[config.mk]
export PLATFORM = sky130hd
export DESIGN_NAME = flash_sample_player
export DESIGN_NICKNAME = d
export VERILOG_FILES = /design/src/rtl/flash_player_pkg.sv /design/src/rtl/flash_word_fetcher.sv /design/src/rtl/flash_sample_player.sv
export SDC_FILE = /design/constraint.sdc
export NUM_CORES = 1
export LEC_CHECK = 0
export BUFFER_PORTS_ARGS = -buffer_cell sky130_fd_sc_hd__buf_2
export CAP_MARGIN = 40
export CORE_MARGIN = 2
export CORE_UTILIZATION = 58
export CTS_CLUSTER_SIZE = 28
export DETAILED_ROUTE_END_ITERATION = 12
export GPL_ROUTABILITY_DRIVEN = 1
export PLACE_DENSITY = 0.81
export SYNTH_ARGS = -nofsm -noshare
export SYNTH_HDL_FRONTEND = slang
export SYNTH_SLANG_ARGS = --single-unit
[constraint.sdc]
create_clock -name clk -period 3.6 [get_ports clk]
set_input_delay 0.54 -clock clk [delete_from_list [all_inputs] [get_ports clk]]
set_output_delay 0.54 -clock clk [all_outputs]
set_load 0.02 [all_outputs]
[src/rtl/flash_player_pkg.sv]
// Shared types and constants for the flash sample player and its word fetcher.
package flash_player_pkg;

  typedef enum logic [2:0] {
    IDLE     = 3'd0,
    CHECK    = 3'd1,
    FETCH    = 3'd2,
    FLWAIT   = 3'd3,
    WAIT_RDY = 3'd4,
    WAIT_ACC = 3'd5,
    ADVANCE  = 3'd6
  } state_e;

  typedef logic signed [15:0] sample_t;

  localparam logic [3:0] BYTEEN_ALL = 4'b1111;

  function automatic sample_t attenuate(input sample_t s, input logic [3:0] sh);
    return s >>> sh;
  endfunction

endpackage

[src/rtl/flash_word_fetcher.sv]
// Avalon-MM read master plus a one-word cache tagged by word index.
// ready is combinational so the cache is already valid when the caller moves on.
module flash_word_fetcher
  import flash_player_pkg::*;
#(
  parameter int ADDR_W = 23,
  parameter int IDX_W  = 24
) (
  input  logic              clk,
  input  logic              reset,
  input  logic              flush,
  input  logic              req,
  input  logic [IDX_W-1:0]  idx,
  input  logic [ADDR_W-1:0] base,
  output logic              hit,
  output logic              accepted,
  output logic              ready,
  output logic [31:0]       word,
  output logic              flash_mem_read,
  output logic [ADDR_W-1:0] flash_mem_address,
  output logic [3:0]        flash_mem_byteenable,
  input  logic              flash_mem_waitrequest,
  input  logic [31:0]       flash_mem_readdata,
  input  logic              flash_mem_readdatavalid
);

  logic             valid;
  logic             pending;
  logic [IDX_W-1:0] tag;
  logic [IDX_W-1:0] pend_tag;

  assign flash_mem_byteenable = BYTEEN_ALL;
  assign accepted = flash_mem_read && !flash_mem_waitrequest;
  // Only a read we issued and has not yet returned may load the cache;
  // this also discards data that straggles in after a reset.
  assign ready = pending && flash_mem_readdatavalid;
  assign hit   = valid && (tag == idx);

  always_ff @(posedge clk) begin
    if (reset) begin
      flash_mem_read    <= 1'b0;
      flash_mem_address <= '0;
      pending           <= 1'b0;
      valid             <= 1'b0;
      tag               <= '0;
      pend_tag          <= '0;
      word              <= '0;
    end else begin
      if (flush) valid <= 1'b0;
      if (req) begin
        flash_mem_read    <= 1'b1;
        flash_mem_address <= base + ADDR_W'(idx);
        pend_tag          <= idx;
      end else if (accepted) begin
        flash_mem_read <= 1'b0;
        pending        <= 1'b1;
      end
      if (ready) begin
        word    <= flash_mem_readdata;
        tag     <= pend_tag;
        valid   <= 1'b1;
        pending <= 1'b0;
      end
    end
  end

endmodule

[src/rtl/flash_sample_player.sv]
// Streams packed samples from flash to the codec at a fixed-point playback rate.
// state    | meaning
// IDLE     | waiting for start
// CHECK    | end-of-buffer test, cache lookup
// FETCH    | flash read request outstanding (waitrequest)
// FLWAIT   | waiting for readdatavalid
// WAIT_RDY | waiting for codec write_ready
// WAIT_ACC | holding write_s until write_ready drops
// ADVANCE  | pos += step
module flash_sample_player
  import flash_player_pkg::*;
#(
  parameter int SAMPLE_W = 16,
  parameter int ADDR_W   = 23,
  parameter int FRAC_W   = 8,
  parameter int INT_W    = 4,
  parameter int STEREO   = 0,
  parameter int CNT_W    = 24
) (
  input  logic                    clk,
  input  logic                    reset,
  input  logic                    start,
  input  logic                    loop_en,
  input  logic [ADDR_W-1:0]       base_addr,
  input  logic [CNT_W-1:0]        num_frames,
  input  logic [INT_W+FRAC_W-1:0] step,
  input  logic [3:0]              atten,
  output logic                    busy,
  output logic                    done,
  output logic                    flash_mem_read,
  output logic [ADDR_W-1:0]       flash_mem_address,
  output logic [3:0]              flash_mem_byteenable,
  input  logic                    flash_mem_waitrequest,
  input  logic [31:0]             flash_mem_readdata,
  input  logic                    flash_mem_readdatavalid,
  input  logic                    write_ready,
  output logic                    write_s,
  output logic [SAMPLE_W-1:0]     writedata_left,
  output logic [SAMPLE_W-1:0]     writedata_right
);

  localparam int POS_W = CNT_W + FRAC_W;

  state_e            state;
  logic [POS_W-1:0]  pos;
  logic [ADDR_W-1:0] base_q;
  logic [CNT_W-1:0]  num_q;
  logic [CNT_W-1:0]  frame;
  logic [CNT_W-1:0]  word_idx;
  logic              hit;
  logic              accepted;
  logic              ready;
  logic              fetch_req;
  logic              flush;
  logic [31:0]       word;
  sample_t           raw_left;
  sample_t           raw_right;

  assign frame     = pos[POS_W-1:FRAC_W];
  assign word_idx  = (STEREO != 0) ? frame : (frame >> 1);
  // A new buffer may live at a different base, so the cache is dropped on start.
  assign flush     = (state == IDLE) && start;
  assign fetch_req = (state == CHECK) && (frame < num_q) && !hit;

  always_comb begin
    if (STEREO != 0) begin
      raw_left  = word[15:0];
      raw_right = word[31:16];
    end else begin
      raw_left  = frame[0] ? word[31:16] : word[15:0];
      raw_right = raw_left;
    end
  end

  flash_word_fetcher #(
    .ADDR_W (ADDR_W),
    .IDX_W  (CNT_W)
  ) u_fetcher (
    .clk                     (clk),
    .reset                   (reset),
    .flush                   (flush),
    .req                     (fetch_req),
    .idx                     (word_idx),
    .base                    (base_q),
    .hit                     (hit),
    .accepted                (accepted),
    .ready                   (ready),
    .word                    (word),
    .flash_mem_read          (flash_mem_read),
    .flash_mem_address       (flash_mem_address),
    .flash_mem_byteenable    (flash_mem_byteenable),
    .flash_mem_waitrequest   (flash_mem_waitrequest),
    .flash_mem_readdata      (flash_mem_readdata),
    .flash_mem_readdatavalid (flash_mem_readdatavalid)
  );

  always_ff @(posedge clk) begin
    if (reset) begin
      state           <= IDLE;
      pos             <= '0;
      base_q          <= '0;
      num_q           <= '0;
      busy            <= 1'b0;
      done            <= 1'b0;
      write_s         <= 1'b0;
      writedata_left  <= '0;
      writedata_right <= '0;
    end else begin
      done <= 1'b0;
      case (state)
        IDLE: begin
          if (start) begin
            base_q <= base_addr;
            num_q  <= num_frames;
            if (num_frames == '0) begin
              done <= 1'b1;
            end else begin
              pos   <= '0;
              busy  <= 1'b1;
              state <= CHECK;
            end
          end
        end
        CHECK: begin
          if (frame >= num_q) begin
            if (loop_en) begin
              pos <= '0;
            end else begin
              done  <= 1'b1;
              busy  <= 1'b0;
              state <= IDLE;
            end
          end else if (hit) begin
            state <= WAIT_RDY;
          end else begin
            state <= FETCH;
          end
        end
        FETCH:  if (accepted) state <= FLWAIT;
        FLWAIT: if (ready)    state <= WAIT_RDY;
        WAIT_RDY: begin
          if (write_ready) begin
            write_s         <= 1'b1;
            writedata_left  <= SAMPLE_W'(attenuate(raw_left, atten));
            writedata_right <= SAMPLE_W'(attenuate(raw_right, atten));
            state           <= WAIT_ACC;
          end
        end
        WAIT_ACC: begin
          if (!write_ready) begin
            write_s <= 1'b0;
            state   <= ADVANCE;
          end
        end
        ADVANCE: begin
          pos   <= pos + POS_W'(step);
          state <= CHECK;
        end
        default: state <= IDLE;
      endcase
    end
  end

endmodule

==> qor.yml <==
power_and_ir_drop:
  powerDensity_nw_per_um2: 523
  power_report.internal_total_mw: 4.53
  combPwrFrac: 0.231
  power.switching_fraction: 0.316
  p_sw_mw: 2.09
  power_frac_clock: 0.378
  ir_worst_vdd_uv: 445
  pwr-share-seq: 0.390
  leakage_nw: 5.35
layout:
  syn2layout_area_growth_pct: 14.9
  layout.cells.most_common_list: "nand2_1 (272), dfxtp_1 (205), a21oi_1 (184)"
  layout-drive-gt1-share: 0.168
  regArea_um2: 4100
  insertedDiodeCount: 0
  final_net_count: 1652
  most_frequent_standard_cell_in_the_layout_excluding_fill_and_tap_cells: "nand2_1"
  multi_input_comb_area_um2: 6280
  fillCellCount: 1488
yosys:
  yosys_register_bits: 205
  fraction_of_the_mapped_netlist_area_in_compound_gates: 0.195
  predominant_post_synthesis_flop_cell: "dfxtp_1"
  yosys-mux-area-fraction: 0.0662
  ys_seq_area_frac: 0.373
  yosys.area_share.xor_xnor: 0.0358
  synth-edff-count: 0
  area_share_of_and_or_nand_nor_cells_after_synthesis: 0.202
  synthesis.area_per_instance_um2: 7.97
  synthesis.area_um2: 11000
  synth_async_sr_flop_share: 0
  synth_adder_area_share: 0.0696
  ys_types: 67
  synth_warnings: 0
  netlist_instances: 1381
  dominant_combinational_cell_family_by_area_after_synthesis: "simple AND/OR/NAND/NOR gates"
floorplan:
  coreArea_um2: 18600
  die_area_um2: 20100
  die_height_um: 142
  die_w_um: 142
  row_count: 50
  start_util: 0.590
  io_pins: 165
worst_setup_path:
  required_ns: 3.96
  worst_r2r_endpoint: "u_fetcher.flash_mem_address[19]"
  worst_setup_path_startpoint: "pos[12]"
  cp.arrival_ns: 3.31
  cpLargestDelayFamily: "compound AO/OA/AOI/OAI gates"
  critical_path_depth: 8
  worst_path_max_delay_cell: "dfxtp_1"
  critPathCapture: "u_fetcher.flash_mem_address[19]"
  setup.worst_path.start_class: "register"
  cp_num_buf_inv: 0
  crit_path_cell_trace: "ha_1 -> a31oi_1 -> a31oi_1 -> o21ai_0 -> o21ai_0 -> o31ai_1 -> mux2i_1 -> a21oi_1"
  slowest_delay_ns: 0.67
  cp-end-kind: "register"
  reg2reg_depth: 8
  worst-path-max-fanout: 11
  critical_path_class: "register to register"
  r2r-start: "pos[12]"
  worst_case_register_to_register_setup_slack_ns: 0.64
detailed_routing:
  drcViolationCount: 0
  via_per_inst: 5.90
  initialDrtViolationCount: 846
  routed-via-count: 10273
  drt-pass1-iter-count: 5
  routedWlPerCell_um: 16.2
  wl_um: 28200
  antenna_left: 0
flow_run:
  max_cap_viol_count: 0
timing:
  setup_viol_count_final: 0
  final.min_clock_period_ns: 2.96
  tightest_slew_ns: 0.873
  rsz0062_at_grt: "false"
  final.setup_skew_ns: 0.0103
  final_cycle_utilization_of_the_critical_path: 0.821
  worst_slew_margin_rel: 0.418
  setup_tns_ns: 0
  whs_ns: 0.266
  finalHoldViolCount: 0
  max_freq_ghz: 0.338
  timing_max_transition_violations_final: 0
clock_network:
  worstSkewPairLatency_ns: 0.51
  cts_tree: "done"
  clock_sinks: 205
  cts-buffers-inserted: 23
  cts.reportedPaths.clkPinSlew_ns: 0.06
  post_cts_resize_count: 0
  cts_root_buffer: "clkbuf_16"
  holdBufCountCts: 0
  postCtsSetupBuffers: 0
  cts_max_path_buffers: 3
  depth_of_the_cts_h_tree: 1
global_route:
  grt_util_all_layers: 0.276
  grt_pass1_wl_um: 45800
  antenna_violations_before_repair: 0
  grt_pass1_vias: 9347
  maximum_number_of_pins_on_one_net_before_global_route_repair: 88
  grt.overflow.total: 0
place:
  globalplace.congestion: 0.946
  buffer_ports.inserted: 160
  dp_hpwl_um: 19800
worst_hold_path:
  min_path_type: "input pin to register"
run_status:
  outcome: "completed"
-- layout make-up --
type,count,area share
Tap cell,234,0.0231
Timing Repair Buffer,185,0.0796
Inverter,40,0.0119
Clock buffer,28,0.0501
Multi-Input combinational cell,1035,0.496
Clock inverter,13,0.0143
Sequential cell,205,0.324
-- worst min path at each step --
stage,from,cells after the start,end
finish,base_addr[2],3,base_q[2]
global route,base_addr[22],3,base_q[22]
CTS,flash_mem_readdata[5],3,u_fetcher.word[5]
detailed placement,u_fetcher.pend_tag[17],2,u_fetcher.tag[17]
global placement,u_fetcher.pend_tag[8],2,u_fetcher.tag[8]
floorplan,u_fetcher.pend_tag[0],2,u_fetcher.tag[0]
-- power by group through the flow --
stage / Combinational, mW / Sequential, mW / Clock [mW]
CTS: 1.52 / 2.58 / 2.53
finish: 1.53 / 2.58 / 2.50
global placement: 1.48 / 2.62 / 0
floorplan: 1.10 / 2.62 / 0
global route: 1.69 / 2.61 / 2.63
detailed placement: 1.51 / 2.63 / 0
-- routing by layer --
metal	part of all wire	global-route usage	vias up
met5	0	0	-
met4	0.031	0.0889	0
met3	0.070	0.0358	71
met2	0.46	0.456	397
met1	0.44	0.379	4769
li1	-	-	5036
-- state kept, by name, summed over array words and instances, names as in the netlist --
| register | cells |
|---|---|
| u_fetcher.flash_mem_read | 1 |
| pos | 32 |
| u_fetcher.valid | 1 |
| u_fetcher.pending | 1 |
| done | 1 |
| write_s | 1 |
| busy | 1 |
| u_fetcher.word | 32 |
| num_q | 24 |
| u_fetcher.pend_tag | 23 |
| writedata_right | 16 |
| u_fetcher.tag | 23 |
| base_q | 23 |
| state | 3 |
| u_fetcher.flash_mem_address | 23 |
-- cell usage after synthesis, types with 11 or more instances --
cell / number / area [um^2]
a21oi_1: 184 / 921
nand4_1: 14 / 87.6
xor2_1: 12 / 105
nor3_1: 13 / 65.1
o211ai_1: 11 / 82.6
inv_1: 38 / 143
a31oi_1: 18 / 113
ha_1: 58 / 726
and3_1: 13 / 81.3
o21ai_0: 47 / 235
dfxtp_1: 205 / 4100
mux4_2: 14 / 315
clkbuf_1: 51 / 191
a211oi_1: 19 / 143
buf_4: 23 / 173
xnor2_1: 33 / 289
mux2i_1: 39 / 390
a21o_1: 18 / 135
nor2_1: 109 / 409
and2_1: 11 / 68.8
buf_2: 16 / 80.1
buf_1: 14 / 52.6
a22oi_1: 12 / 90.1
nand2_1: 272 / 1020
nand3_1: 28 / 140
-- worst reg2reg max path: cells and delay by family (launching register included) --
family / cells / cell delay, ns
multiplexers: 1 / 0.25
flip-flops: 1 / 0.67
AO/OA/AOI/OAI: 6 / 1.50
adder cells (fa/ha/maj): 1 / 0.39
-- cell families (layout without fill, tap and decap cells) --
group / after synthesis / count (layout)
compound gates: 361 / 361
xor+xnor: 45 / 45
fa+ha+maj: 60 / 60
buf+inv: 144 / 266
flops: 205 / 205
mux: 55 / 55
other cells: 1 / 4
simple gates: 510 / 510
-- per-stage QoR --
| step | std cells | instance area [um^2] | utilization | setup slack [ns] | power [mW] |
|---|---|---|---|---|---|
| 5_1_grt | 1740 | 12700 | 0.679 | 0.451 | 6.92 |
| 3_3_place_gp | 1699 | 11800 | 0.635 | 0.602 | 4.10 |
| 6_report | 1740 | 12700 | 0.679 | 0.645 | 6.62 |
| 2_1_floorplan | 1384 | 11000 | - | 0.843 | 3.72 |
| 4_1_cts | 1740 | 12700 | 0.679 | 0.717 | 6.63 |
| 3_5_place_dp | 1699 | 11800 | 0.635 | 0.530 | 4.14 |
No activity file was read; power rests on OpenSTA's default activity.
